$ cat src/rtl/debug_pkg.sv
// Shared types, constants and ASCII helpers for the UART debug-word scheduler.
package debug_pkg;

  typedef enum logic [2:0] {
    IDLE,
    LOAD,
    STROBE,
    WAIT_BUSY,
    WAIT_IDLE,
    NEXT,
    FIN
  } uws_state_t;

  localparam logic [7:0]  ASCII_CR       = 8'h0D;
  localparam logic [7:0]  ASCII_LF       = 8'h0A;
  localparam int unsigned CHARS_PER_WORD = 10;
  localparam int unsigned IDX_W          = 4;

  function automatic logic [7:0] nib2ascii(input logic [3:0] n);
    return (n < 4'd10) ? (8'h30 + {4'h0, n}) : (8'h37 + {4'h0, n});
  endfunction

  // Character at position idx: eight hex digits MSB first, then CR, LF.
  function automatic logic [7:0] word_char(input logic [31:0] w, input logic [IDX_W-1:0] idx);
    logic [31:0] sh;
    sh = w << {idx[2:0], 2'b00};
    if (idx == IDX_W'(CHARS_PER_WORD - 2)) return ASCII_CR;
    if (idx == IDX_W'(CHARS_PER_WORD - 1)) return ASCII_LF;
    return nib2ascii(sh[31:28]);
  endfunction

endpackage

$ cat src/rtl/uart_word_sched_if.sv
// Request side and uarttx-facing signals of the debug-word scheduler.
interface uart_word_sched_if;
  logic        start;
  logic [31:0] word_in;
  logic        auto_en;
  logic        tx_idle;
  logic [7:0]  tx_data;
  logic        tx_wrsig;
  logic        busy;
  logic        done;
  logic        dropped;
  logic        err;

  modport master (
    output start, word_in, auto_en, tx_idle,
    input  tx_data, tx_wrsig, busy, done, dropped, err
  );

  modport slave (
    input  start, word_in, auto_en, tx_idle,
    output tx_data, tx_wrsig, busy, done, dropped, err
  );
endinterface

$ cat src/rtl/uart_word_sched_auto_trigger.sv
// Periodic capture trigger; tick_o is high for the one cycle the counter sits at PERIOD-1.
module auto_trigger #(
  parameter int unsigned PERIOD = 0
) (
  input  logic clk,
  input  logic rst_n,
  input  logic en_i,
  output logic tick_o
);

  localparam int unsigned CW     = (PERIOD > 1) ? $clog2(PERIOD) : 1;
  localparam int unsigned LAST_I = (PERIOD > 0) ? PERIOD - 1 : 0;
  localparam logic [CW-1:0] LAST = CW'(LAST_I);

  logic [CW-1:0] cnt_q, cnt_d;
  logic          tick_q, tick_d;

  // Tick is computed from the next count so it lines up with cnt_q == LAST.
  always_comb begin
    cnt_d  = '0;
    tick_d = 1'b0;
    if ((PERIOD != 0) && en_i) begin
      cnt_d  = (cnt_q == LAST) ? '0 : cnt_q + CW'(1);
      tick_d = (cnt_d == LAST);
    end
  end

  always_ff @(posedge clk or negedge rst_n) begin
    if (!rst_n) begin
      cnt_q  <= '0;
      tick_q <= 1'b0;
    end else begin
      cnt_q  <= cnt_d;
      tick_q <= tick_d;
    end
  end

  assign tick_o = tick_q;

endmodule

$ cat src/rtl/uart_word_sched.sv
// Sequences uarttx through one 32-bit word as 8 hex chars + CR/LF with per-char handshake and retry.
module uart_word_sched
  import debug_pkg::*;
#(
  parameter int unsigned AUTO_PERIOD = 0,
  parameter int unsigned START_TO    = 1023,
  parameter int unsigned MAX_RETRY   = 3
) (
  input logic              clk,
  input logic              rst_n,
  uart_word_sched_if.slave uws
);

  localparam int unsigned TO_W = (START_TO > 0) ? $clog2(START_TO + 1) : 1;
  localparam int unsigned RT_W = (MAX_RETRY > 0) ? $clog2(MAX_RETRY + 1) : 1;

  uws_state_t       state_q, state_d;
  logic [31:0]      shadow_q, shadow_d;
  logic [IDX_W-1:0] idx_q, idx_d;
  logic [RT_W-1:0]  retry_q, retry_d;
  logic [TO_W-1:0]  to_q, to_d;
  logic [7:0]       tx_data_q, tx_data_d;
  logic             wrsig_q, wrsig_d;
  logic             busy_q, busy_d;
  logic             done_q, done_d;
  logic             dropped_q, dropped_d;
  logic             err_q, err_d;
  logic             auto_tick;
  logic             trig;

  auto_trigger #(.PERIOD(AUTO_PERIOD)) u_auto_trigger (
    .clk    (clk),
    .rst_n  (rst_n),
    .en_i   (uws.auto_en),
    .tick_o (auto_tick)
  );

  assign trig = uws.start | auto_tick;

  // Strobe and done are raised on entry so each is high exactly while in STROBE / FIN.
  always_comb begin
    state_d   = state_q;
    shadow_d  = shadow_q;
    idx_d     = idx_q;
    retry_d   = retry_q;
    to_d      = to_q;
    tx_data_d = tx_data_q;
    wrsig_d   = 1'b0;
    busy_d    = busy_q;
    done_d    = 1'b0;
    dropped_d = dropped_q | (trig & (state_q != IDLE));
    err_d     = err_q;

    unique case (state_q)
      IDLE: begin
        if (trig) begin
          shadow_d = uws.word_in;
          idx_d    = '0;
          retry_d  = '0;
          busy_d   = 1'b1;
          state_d  = LOAD;
        end
      end
      LOAD: begin
        tx_data_d = word_char(shadow_q, idx_q);
        if (uws.tx_idle) begin
          wrsig_d = 1'b1;
          state_d = STROBE;
        end
      end
      STROBE: begin
        to_d    = '0;
        state_d = WAIT_BUSY;
      end
      WAIT_BUSY: begin
        if (!uws.tx_idle) begin
          state_d = WAIT_IDLE;
        end else if (to_q == TO_W'(START_TO)) begin
          if (retry_q < RT_W'(MAX_RETRY)) begin
            retry_d = retry_q + RT_W'(1);
            wrsig_d = 1'b1;
            state_d = STROBE;
          end else begin
            err_d   = 1'b1;
            done_d  = 1'b1;
            state_d = FIN;
          end
        end else begin
          to_d = to_q + TO_W'(1);
        end
      end
      WAIT_IDLE: begin
        if (uws.tx_idle) state_d = NEXT;
      end
      NEXT: begin
        retry_d = '0;
        if (idx_q == IDX_W'(CHARS_PER_WORD - 1)) begin
          done_d  = 1'b1;
          state_d = FIN;
        end else begin
          idx_d   = idx_q + IDX_W'(1);
          state_d = LOAD;
        end
      end
      FIN: begin
        busy_d  = 1'b0;
        state_d = IDLE;
      end
      default: state_d = IDLE;
    endcase
  end

  always_ff @(posedge clk or negedge rst_n) begin
    if (!rst_n) begin
      state_q   <= IDLE;
      shadow_q  <= '0;
      idx_q     <= '0;
      retry_q   <= '0;
      to_q      <= '0;
      tx_data_q <= 8'h00;
      wrsig_q   <= 1'b0;
      busy_q    <= 1'b0;
      done_q    <= 1'b0;
      dropped_q <= 1'b0;
      err_q     <= 1'b0;
    end else begin
      state_q   <= state_d;
      shadow_q  <= shadow_d;
      idx_q     <= idx_d;
      retry_q   <= retry_d;
      to_q      <= to_d;
      tx_data_q <= tx_data_d;
      wrsig_q   <= wrsig_d;
      busy_q    <= busy_d;
      done_q    <= done_d;
      dropped_q <= dropped_d;
      err_q     <= err_d;
    end
  end

  assign uws.tx_data  = tx_data_q;
  assign uws.tx_wrsig = wrsig_q;
  assign uws.busy     = busy_q;
  assign uws.done     = done_q;
  assign uws.dropped  = dropped_q;
  assign uws.err      = err_q;

endmodule

$ cat src/flat_wrapper.sv
// flat-port wrapper written by rule: the top's interface ports become plain ports
module uart_word_sched_flat import debug_pkg::*;
#(
  parameter int unsigned AUTO_PERIOD = 0,
  parameter int unsigned START_TO    = 1023,
  parameter int unsigned MAX_RETRY   = 3
)
  (clk, rst_n, uws_start, uws_word_in, uws_auto_en, uws_tx_idle, uws_tx_data, uws_tx_wrsig, uws_busy, uws_done, uws_dropped, uws_err);
  uart_word_sched_if uws_i ();
  input logic clk;
  input logic rst_n;
  input wire logic [$bits(uws_i.start)-1:0] uws_start;
  input wire logic [$bits(uws_i.word_in)-1:0] uws_word_in;
  input wire logic [$bits(uws_i.auto_en)-1:0] uws_auto_en;
  input wire logic [$bits(uws_i.tx_idle)-1:0] uws_tx_idle;
  output wire logic [$bits(uws_i.tx_data)-1:0] uws_tx_data;
  output wire logic [$bits(uws_i.tx_wrsig)-1:0] uws_tx_wrsig;
  output wire logic [$bits(uws_i.busy)-1:0] uws_busy;
  output wire logic [$bits(uws_i.done)-1:0] uws_done;
  output wire logic [$bits(uws_i.dropped)-1:0] uws_dropped;
  output wire logic [$bits(uws_i.err)-1:0] uws_err;
  assign uws_i.start = uws_start;
  assign uws_i.word_in = uws_word_in;
  assign uws_i.auto_en = uws_auto_en;
  assign uws_i.tx_idle = uws_tx_idle;
  assign uws_tx_data = uws_i.tx_data;
  assign uws_tx_wrsig = uws_i.tx_wrsig;
  assign uws_busy = uws_i.busy;
  assign uws_done = uws_i.done;
  assign uws_dropped = uws_i.dropped;
  assign uws_err = uws_i.err;
  uart_word_sched #(.AUTO_PERIOD(AUTO_PERIOD), .START_TO(START_TO), .MAX_RETRY(MAX_RETRY)) u_core (.clk(clk), .rst_n(rst_n), .uws(uws_i));
endmodule
$ cat config.mk
export PLATFORM = sky130hd
export DESIGN_NAME = uart_word_sched_flat
export DESIGN_NICKNAME = d
export VERILOG_FILES = /design/src/rtl/debug_pkg.sv /design/src/rtl/uart_word_sched_if.sv /design/src/rtl/uart_word_sched_auto_trigger.sv /design/src/rtl/uart_word_sched.sv /design/src/flat_wrapper.sv
export SDC_FILE = /design/constraint.sdc
export NUM_CORES = 1
export LEC_CHECK = 0
export CORE_MARGIN = 3
export CORE_UTILIZATION = 40
export DETAILED_ROUTE_END_ITERATION = 12
export GPL_TIMING_DRIVEN = 0
export PLACE_DENSITY = 0.69
export SLEW_MARGIN = 10
export SYNTH_ARGS = -nofsm -noshare
export SYNTH_HDL_FRONTEND = slang
export SYNTH_SLANG_ARGS = --single-unit
export TNS_END_PERCENT = 20
$ cat constraint.sdc
create_clock -name clk -period 2.75 [get_ports clk]
set_input_delay 0.55 -clock clk [delete_from_list [all_inputs] [get_ports clk]]
set_output_delay 0.55 -clock clk [all_outputs]
set_load 0.02 [all_outputs]
==> flow_metrics.env, run 1 <==
export IMPL_clock_latency_ps=340
export IMPL_clk_pin_slew_ps=70
export IMPL_p_per_area_nw_per_um2=1056
export IMPL_synth_top_family_by_area="multiplexers"
export IMPL_via_per_inst=5.377
export IMPL_die_h_um=94.84
export IMPL_worst_pin_slew_ps=798.3
export IMPL_top_level_ports=50
export IMPL_cts_resized=0
export IMPL_ant_nets=0
export IMPL_crit_required_ps=2980
export IMPL_cts_buffer_depth=2
export IMPL_wl_per_cell_um=15.47
export IMPL_cts_setup_buffers=0
export IMPL_vias=2253
export IMPL_yosysWarnings=0
export IMPL_yosysSeqAreaShare=0.4994
export IMPL_synthMuxAreaShare=0.1974
export IMPL_antenna_found_initial=0
export IMPL_numCtsBuffers=9
export IMPL_wl_met2_mm=3.044
export IMPL_endpoint_kind="flip-flop"
export IMPL_syn_avg_cell_area_sq_um=12.28
export IMPL_fillers=667
export IMPL_hold_buffers=0
export IMPL_grt_pass1_vias=2300
export IMPL_dr_wl_met3_um=357
export IMPL_yosys_cell_types_count=57
export IMPL_worstSetupStartpointType="flip-flop"
export IMPL_skew_ps=10.07
export IMPL_place_gp_congestion=0.8471
export IMPL_slew_violations=0
export IMPL_path_class="flip-flop to flip-flop"
export IMPL_route_detailed_drc=0
export IMPL_cts_tree="yes"
export IMPL_grt_util_all_layers=0.1602
export IMPL_cts_root_buf="clkbuf_8"
export IMPL_rr_endpoint="u_core.shadow_q[15]$_DFFE_PN0P_"
export IMPL_area_delta_synth_final_pct=25.76
export IMPL_regToRegSetupSlack_ps=450
export IMPL_antenna_cells=0
export IMPL_synth_ff_type="dfrtp_1"
export IMPL_wl_mm=6.481
export IMPL_synthesis_area_sq_um=3157
export IMPL_synth_nets=300
export IMPL_synth_seq_cells=63
export IMPL_initial_core_util=0.4239
export IMPL_outcome="complete, no violations"
export IMPL_synthArstFlopShare=1.000
export IMPL_dieWidth_um=94.84
export IMPL_fin_crit_sh=0.8352
export IMPL_cts_htree_levels=3
export IMPL_synth_adder_area_share=0.02378
export IMPL_clkSinkCount=63
export IMPL_synth_compound_area_frac=0.1086
export IMPL_final_util=0.5331
export IMPL_grt_max_degree=64
export IMPL_ir_drop_mv=0.4382
export IMPL_period_needed_ps=2297
export IMPL_netlist_instances=257
export IMPL_yosys_area_share_simple=0.1082
export IMPL_io_buffers=47
export IMPL_grt_ovfl_total=0
export IMPL_r2r_cells=5
export IMPL_firstDrtPassIters=4
export IMPL_grt_pass1_wl_mm=10.98
export IMPL_rsz0062_at_grt="false"
export IMPL_post_synth_xor_area_fraction=0.02774
export IMPL_min_path_type="input pin to async pin"
export IMPL_crit_arrival_ps=2520
export IMPL_fmax_mhz=435.4
export IMPL_place_hpwl_mm=4.609
export IMPL_cp_max_fo=10
export IMPL_finalSetupViolations=0
export IMPL_die_area_sq_um=8994
export IMPL_total_leakage_power_nw=1.677
export IMPL_whs_ps=293.4
export IMPL_coreArea_sq_um=7447
export IMPL_hold_violations=0
export IMPL_wl_met1_mm=3.005
export IMPL_synth_enable_flop_cells=0
export IMPL_maxCapViolations=0
export IMPL_nNetsFinal=358
export IMPL_worst_r2r_startpoint="u_core.state_q[2]$_DFFE_PN0P_"
export IMPL_drtIter0Drc=71
export IMPL_topRoutingLayerUsed="met4"
export IMPL_max_slew_margin=0.4678
export IMPL_drive_gt1_frac=0.2219
export IMPL_std_cell_rows=31
[state kept, by name, summed over array words and instances, names as in the netlist]
| register | count |
|---|---|
| u_core.shadow_q | 32 |
| u_core.to_q | 10 |
| u_core.uws.tx_data | 7 |
| u_core.idx_q | 4 |
| u_core.state_q | 3 |
| u_core.retry_q | 2 |
| u_core.uws.busy | 1 |
| u_core.uws.done | 1 |
| u_core.uws.dropped | 1 |
| u_core.uws.err | 1 |
| u_core.uws.tx_wrsig | 1 |
[critical path: stages, from the launching register on]
cell      delay [ps]
dfrtp_1          390
clkbuf_1         220
or3_1            410
nor2_2           430
buf_2            360
mux2_2           370
[metrics by stage]
| stage | cell area [sq um] | worst slack, ps | total power, W | setup TNS [ps] | instances |
|---|---|---|---|---|---|
| after detailed placement | 3749 | 197.4 | 0.003320 | 0 | 403 |
| after global routing | 3970 | 284.4 | 0.004486 | 0 | 419 |
| after CTS | 3970 | 437.3 | 0.004221 | 0 | 419 |
| after global placement | 3751 | -981.9 | 0.003258 | -61670 | 403 |
| final | 3970 | 453.2 | 0.004191 | 0 | 419 |
| after floorplan | 3157 | 775.3 | 0.002809 | 0 | 257 |
[where the power goes]
part	total (W)	switching, W	internal, W
sequential	0.00148	0.000202	0.00128
combinational	0.00182	0.000882	0.000936
clock	0.000890	0.000379	0.000511
total	0.00419	0.00146	0.00273
[area by class of cell]
cell class | instances | area, sq um | share of cell area
clock buffer | 9 | 123.9 | 0.03120
sequential | 63 | 1577 | 0.3971
multi-input combinational | 173 | 1474 | 0.3713
tap | 99 | 123.9 | 0.03120
inverter | 6 | 22.52 | 0.005673
clock inverter | 7 | 97.59 | 0.02458
timing repair buffer | 47 | 467.9 | 0.1179
buffer | 15 | 83.83 | 0.02112
[worst max-delay path by stage]
stage	start	depth (start not counted)	slack, ps	end
2_1_floorplan	u_core.idx_q[0]$_DFFE_PN0P_	8	780	u_core.uws.tx_data[2]$_DFFE_PN0N_
3_3_place_gp	rst_n	1	-980	u_core.uws.tx_data[2]$_DFFE_PN0N_
3_5_place_dp	uws_start	5	200	u_core.shadow_q[15]$_DFFE_PN0P_
4_1_cts	u_core.state_q[2]$_DFFE_PN0P_	5	440	u_core.shadow_q[15]$_DFFE_PN0P_
5_1_grt	u_core.state_q[2]$_DFFE_PN0P_	5	280	u_core.shadow_q[15]$_DFFE_PN0P_
6_report	u_core.state_q[2]$_DFFE_PN0P_	5	450	u_core.shadow_q[15]$_DFFE_PN0P_
[Yosys cell counts (2+ instances only)]
library cell | count | share of area
mux4_1 | 4 | 0.033
dfrtp_1 | 63 | 0.50
and2_1 | 5 | 0.0099
o211ai_1 | 6 | 0.014
xor2_1 | 8 | 0.022
nand2_1 | 11 | 0.013
nor3_1 | 3 | 0.0048
nand2b_1 | 5 | 0.0099
a32o_1 | 3 | 0.0095
ha_1 | 6 | 0.024
nand3_1 | 2 | 0.0032
nand3b_1 | 2 | 0.0048
o2111ai_1 | 2 | 0.0055
o21ai_0 | 11 | 0.017
buf_2 | 5 | 0.0079
mux2i_1 | 3 | 0.0095
a21o_1 | 2 | 0.0048
and3_1 | 3 | 0.0059
xnor2_1 | 2 | 0.0055
o31ai_1 | 2 | 0.0048
a21oi_1 | 6 | 0.0095
clkbuf_1 | 7 | 0.0083
nor2b_1 | 4 | 0.0079
nor2_1 | 18 | 0.021
nand4_1 | 3 | 0.0059
mux2_2 | 33 | 0.12
mux4_2 | 4 | 0.029
inv_1 | 5 | 0.0059
[cell families (layout without fill, tap and decap cells)]
kind of cell,after synthesis,after routing
AND/OR/NAND/NOR,64,64
buffers and inverters,21,84
XOR/XNOR,10,10
other,1,1
AO/OA/AOI/OAI,46,46
flip-flops,63,63
multiplexers,46,46
adder cells (fa/ha/maj),6,6
[cells in the final DEF (no fill, tap or decap), drive strengths merged, types with 4 or more instances in the layout]
cell type / instances
a21oi: 7
and2: 5
buf: 8
clkbuf: 17
clkdlybuf4s50: 46
dfrtp: 63
ha: 6
inv: 6
mux2: 35
mux4: 8
nand2: 11
nand2b: 5
nor2: 19
nor2b: 4
o211ai: 6
o21ai: 13
xor2: 8
[metal layers]
layer,track usage,up-vias
met5,0,-
met4,0.04207,0
met3,0.05657,8
met2,0.2496,67
met1,0.2128,1121
li1,-,1057
No activity file was read; power rests on OpenSTA's default activity.
==> inputs of run 2 (changes only) <==
==> constraint.sdc (replaced) <==
create_clock -name clk -period 2.25 [get_ports clk]
set_input_delay 0.45 -clock clk [delete_from_list [all_inputs] [get_ports clk]]
set_output_delay 0.45 -clock clk [all_outputs]
set_load 0.02 [all_outputs]
==> run 2 against run 1 <==
Net effect: cell area increased by 1.3%; clock power up 22%; utilization rose by 0.67 points; count of clock-buffer cells in the layout stayed put; sequential share of layout area down 0.49 points; register-to-register slack worse by 340 ps; highest routed layer unchanged.
==> flow_metrics.env, run 2 (synthesis results as in run 1) <==
export IMPL_maxCapViolations=0
export IMPL_cpPeakStageDelay_ps=470
export IMPL_crit_arrival_ps=2370
export IMPL_drtIter0Drc=64
export IMPL_seq_area_sq_um=1577
export IMPL_worst_pin_slew_ps=793.4
export IMPL_period_needed_ps=2139
export IMPL_cts_tree="yes"
export IMPL_clock_latency_ps=340
export IMPL_initial_core_util=0.4239
export IMPL_coreArea_sq_um=7447
export IMPL_io_buffers=47
export IMPL_die_h_um=94.84
export IMPL_final_common_cell="dfrtp_1"
export IMPL_crit_path_cell_trace="buf_8 -> buf_4 -> mux4_2 -> mux2_2 -> o21ai_4 -> o221ai_1 -> a22o_1"
export IMPL_largest_register_ff_count=32
export IMPL_skew_ps=7.493
export IMPL_hold_buffers=0
export IMPL_slew_violations=0
export IMPL_route_detailed_drc=0
export IMPL_vias=2258
export IMPL_grt_ovfl_total=0
export IMPL_hold_violations=0
export IMPL_cts_root_buf="clkbuf_8"
export IMPL_path_class="flip-flop to flip-flop"
export IMPL_pre_cts_slack_ps=-202.6
export IMPL_outcome="complete, no violations"
export IMPL_cts_htree_levels=3
export IMPL_std_cell_rows=31
export IMPL_antenna_cells=0
export IMPL_clk_pin_slew_ps=70
export IMPL_min_path_type="input pin to async pin"
export IMPL_ir_drop_mv=0.5404
export IMPL_clkSinkCount=63
export IMPL_rsz0062_at_grt="false"
export IMPL_wl_mm=6.527
export IMPL_grt_pass1_wl_mm=10.98
export IMPL_max_slew_margin=0.4710
export IMPL_nNetsFinal=362
export IMPL_numCtsBuffers=9
export IMPL_p_per_area_nw_per_um2=1291
export IMPL_fin_ws_ps=111.1
export IMPL_multi_input_area_sq_um=1483
export IMPL_grt_util_all_layers=0.1602
export IMPL_place_inst=403
export IMPL_ant_nets=0
export IMPL_drive_gt1_frac=0.2346
export IMPL_cp_max_fo=10
export IMPL_fin_crit_sh=0.9506
export IMPL_critPathBufInv=2
export IMPL_layout_cells_non_filler=423
export IMPL_fmax_mhz=467.5
export IMPL_grt_pass1_vias=2300
export IMPL_worstSetupStartpointType="flip-flop"
export IMPL_grt_max_degree=64
export IMPL_top_level_ports=50
export IMPL_place_gp_congestion=0.8471
export IMPL_antenna_found_initial=0
export IMPL_crit_family="multiplexers"
export IMPL_place_hpwl_mm=4.609
export IMPL_dieWidth_um=94.84
export IMPL_critPathSlowestCell="mux4_2"
export IMPL_largest_register="u_core.shadow_q"
export IMPL_via_per_inst=5.338
export IMPL_endpoint_kind="flip-flop"
export IMPL_final_cell_mix="63 x dfrtp_1, 46 x clkdlybuf4s50_1, 33 x mux2_2"
export IMPL_finalSetupViolations=0
export IMPL_area_delta_synth_final_pct=27.35
export IMPL_wl_per_cell_um=15.43
export IMPL_firstDrtPassIters=4
export IMPL_fillers=663
export IMPL_die_area_sq_um=8994
export IMPL_crit_required_ps=2480
export IMPL_total_leakage_power_nw=1.700
export IMPL_cts_buffer_depth=2
## run 2: power breakdown
| part | total (W) | leakage [nW] | internal (W) | switching [W] |
|---|---|---|---|---|
| combinational | 0.00229 | 0.816 | 0.00120 | 0.00109 |
| sequential | 0.00181 | 0.779 | 0.00157 | 0.000246 |
| clock | 0.00109 | 0.105 | 0.000625 | 0.000466 |
## run 2: worst paths after layout
kind	start	end	slack [ps]	cells past startpoint
max in group asynchronous	rst_n	u_core.uws.tx_data[5]$_DFFE_PN0N_	1530	1
setup / recovery	u_core.idx_q[0]$_DFFE_PN0P_	u_core.uws.tx_data[1]$_DFFE_PN0N_	110	7
min in group clk	u_core.uws.dropped$_DFF_PN0_	u_core.uws.dropped$_DFF_PN0_	460	1
hold reg to reg	u_core.uws.dropped$_DFF_PN0_	u_core.uws.dropped$_DFF_PN0_	460	1
setup reg to reg	u_core.idx_q[0]$_DFFE_PN0P_	u_core.uws.tx_data[1]$_DFFE_PN0N_	110	7
hold / removal	rst_n	u_core.shadow_q[11]$_DFFE_PN0P_	190	1
## run 2: timing repair
item,4_1_cts,5_1_grt
cloned,0,0
buffers inserted,0,4
setup endpoints to repair,26,25
gates resized for setup,1,5
## run 2: area by class of cell
class | instances | share of cell area
plain buffers | 15 | 0.02365
clock buffers | 9 | 0.03081
clock inverters | 7 | 0.02428
inverters | 6 | 0.005602
multi-input cells | 173 | 0.3688
flip-flops and latches | 63 | 0.3922
well taps | 99 | 0.03081
repair buffers | 51 | 0.1239
## run 2: through the flow
step / total power, W / setup TNS [ps] / area, sq um / utilization / hold WS, ps
4_1_cts: 0.005166 / 0 / 3975 / 0.5338 / 221.2
2_1_floorplan: 0.003433 / 0 / 3157 / - / 154.4
6_report: 0.005191 / 0 / 4020 / 0.5398 / 193.8
5_1_grt: 0.005560 / 0 / 4020 / 0.5398 / 259.7
3_3_place_gp: 0.003983 / -90950 / 3751 / 0.5037 / 438.4
3_5_place_dp: 0.004057 / -4935 / 3749 / 0.5034 / 444.3
## run 2: routing by layer
metal | vias up | global-route usage | part of all wire
met1 | 1132 | 0.2128 | 0.46
li1 | 1065 | - | -
met4 | 0 | 0.04207 | 0.0087
met5 | - | 0 | 0
met2 | 55 | 0.2496 | 0.48
met3 | 6 | 0.05657 | 0.049
## run 2: worst register-to-register path, cell delays in order, from the launching register on
cell and delay, ps:
dfrtp_1 400, buf_8 160, buf_4 120, mux4_2 470, mux2_2 350, o21ai_4 170, o221ai_1 150, a22o_1 210
==> inputs of run 3 (changes only) <==
--- a/config.mk
+++ b/config.mk
@@ -10,8 +10,8 @@
 export DETAILED_ROUTE_END_ITERATION = 12
 export GPL_TIMING_DRIVEN = 0
 export PLACE_DENSITY = 0.69
-export SLEW_MARGIN = 10
+export SLEW_MARGIN = 40
 export SYNTH_ARGS = -nofsm -noshare
 export SYNTH_HDL_FRONTEND = slang
 export SYNTH_SLANG_ARGS = --single-unit
-export TNS_END_PERCENT = 20
+export TNS_END_PERCENT = 30
==> run 3 against run 2 <==
Net effect: sequential power is essentially flat; final cell count unchanged; clock power down 10%; critical path depth unchanged; hold slack got worse by 190 ps; die area is the same; utilization decreased by 0.17 points; clock skew down 0.77 ps; sequential cell count stayed put; count of clock-buffer cells in the layout did not move; wire length grew 0.51%; critical path type unchanged.
==> flow_metrics.env, run 3 (synthesis results as in run 1) <==
export IMPL_cts_root_buf="clkbuf_8"
export IMPL_nNetsFinal=362
export IMPL_io_buffers=47
export IMPL_firstDrtPassIters=5
export IMPL_finalSetupViolations=0
export IMPL_coreArea_sq_um=7447
export IMPL_crit_path_cell_trace="buf_6 -> buf_4 -> mux4_1 -> mux2_2 -> o21ai_4 -> o221ai_1 -> a22o_1"
export IMPL_cpPeakStageDelay_ps=530
export IMPL_cts_buffer_depth=2
export IMPL_crit_arrival_ps=2380
export IMPL_r2r_cells=7
export IMPL_place_hpwl_mm=4.716
export IMPL_fmax_mhz=466.3
export IMPL_area_delta_synth_final_pct=26.95
export IMPL_grt_pass1_vias=2319
export IMPL_grt_max_degree=41
export IMPL_ir_drop_mv=0.5646
export IMPL_worstSetupStartpointType="flip-flop"
export IMPL_final_setup_tns_ps=0
export IMPL_path_class="flip-flop to flip-flop"
export IMPL_vias=2265
export IMPL_largest_register_ff_count=32
export IMPL_design_area_sq_um=4008
export IMPL_final_util=0.5381
export IMPL_die_h_um=94.84
export IMPL_final_cell_mix="63 x dfrtp_1, 46 x clkdlybuf4s50_1, 33 x mux2_2"
export IMPL_rsz0062_at_grt="false"
export IMPL_grt_busiest_layer="met2"
export IMPL_period_needed_ps=2145
export IMPL_wl_mm=6.560
export IMPL_initial_core_util=0.4239
export IMPL_p_total_w=0.005049
export IMPL_whs_ps=3.695
export IMPL_fin_crit_sh=0.9532
export IMPL_cts_htree_levels=3
export IMPL_drtIter0Drc=65
export IMPL_grt_pass1_wl_mm=11.02
export IMPL_clock_latency_ps=340
export IMPL_clkSinkCount=63
export IMPL_route_detailed_drc=0
export IMPL_cts_tree="yes"
export IMPL_gr_usage_met2=0.2466
export IMPL_critPathSlowestCell="mux4_1"
export IMPL_hold_violations=0
export IMPL_ant_nets=0
export IMPL_p_per_area_nw_per_um2=1260
export IMPL_hold_buffers=0
export IMPL_drive_gt1_frac=0.2377
export IMPL_grt_ovfl_total=0
export IMPL_gr_usage_met3=0.02629
export IMPL_maxCapViolations=0
export IMPL_largest_register="u_core.shadow_q"
export IMPL_die_area_sq_um=8994
export IMPL_worst_r2r_startpoint="u_core.idx_q[0]$_DFFE_PN0P_"
export IMPL_total_leakage_power_nw=1.694
export IMPL_endpoint_kind="flip-flop"
export IMPL_numCtsBuffers=9
export IMPL_wl_per_cell_um=15.51
export IMPL_outcome="complete, no violations"
export IMPL_top_level_ports=50
export IMPL_std_cell_rows=31
export IMPL_crit_required_ps=2490
export IMPL_grt_use_met1=0.2208
export IMPL_via_per_inst=5.355
export IMPL_clk_pin_slew_ps=70
export IMPL_dieWidth_um=94.84
export IMPL_final_common_cell="dfrtp_1"
export IMPL_slew_violations=0
export IMPL_place_gp_congestion=0.8471
export IMPL_antenna_found_initial=0
export IMPL_grt_util_all_layers=0.1600
export IMPL_antenna_cells=0
export IMPL_skew_ps=6.722
export IMPL_min_path_type="input pin to async pin"
export IMPL_dpl_instance_area_sq_um=3769
export IMPL_cp_max_fo=10
export IMPL_startpoint="u_core.idx_q[0]$_DFFE_PN0P_"
export IMPL_fillers=653
[run 3: area by class of cell]
class / instances / area (sq um) / share of cell area
clock buffer: 9 / 123.9 / 0.03091
timing repair buffer: 51 / 510.5 / 0.1274
tap: 99 / 123.9 / 0.03091
buffer: 15 / 91.34 / 0.02279
clock inverter: 7 / 73.82 / 0.01842
sequential: 63 / 1577 / 0.3934
inverter: 6 / 22.52 / 0.005620
multi-input combinational: 173 / 1485 / 0.3706
[run 3: stage by stage]
| step | worst slack (ps) | std cells |
|---|---|---|
| floorplan | 275.3 | 257 |
| global placement | -1382 | 403 |
| detailed placement | -217.7 | 404 |
| CTS | 94.59 | 420 |
| global route | 10.16 | 423 |
| finish | 105.4 | 423 |
[run 3: path summary, 6_finish.rpt]
check / slack, ps / endpoint
setup reg to reg: 110 / u_core.uws.tx_data[1]$_DFFE_PN0N_
hold reg to reg: 460 / u_core.uws.dropped$_DFF_PN0_
max in group asynchronous: 1730 / u_core.uws.tx_data[0]$_DFFE_PN0N_
setup / recovery: 110 / u_core.uws.tx_data[1]$_DFFE_PN0N_
min in group clk: 460 / u_core.uws.dropped$_DFF_PN0_
hold / removal: 4 / u_core.shadow_q[18]$_DFFE_PN0P_
[run 3: power breakdown]
part | switching, W | internal [W]
Sequential | 0.000246 | 0.00157
Clock | 0.000463 | 0.000512
Combinational | 0.00108 | 0.00118
Total | 0.00179 | 0.00326
[run 3: worst max-delay path, delay by kind of cell, from the launching register on]
family	cells	cell delay [ps]
AO/OA/AOI/OAI	3	450
buffers and inverters	2	310
flip-flops	1	390
multiplexers	2	880
[run 3: metal layers]
metal / vias up / part of all wire
li1: 1070 / -
met1: 1130 / 0.47
met2: 58 / 0.48
met3: 7 / 0.042
met4: 0 / 0.011
met5: - / 0
[run 3: repair_timing]
item | in CTS | in global routing
buffers inserted | 0 | 3
hold endpoints to repair | 0 | 0
endpoints found under the setup margin | 26 | 25
gates resized for setup | 1 | 5
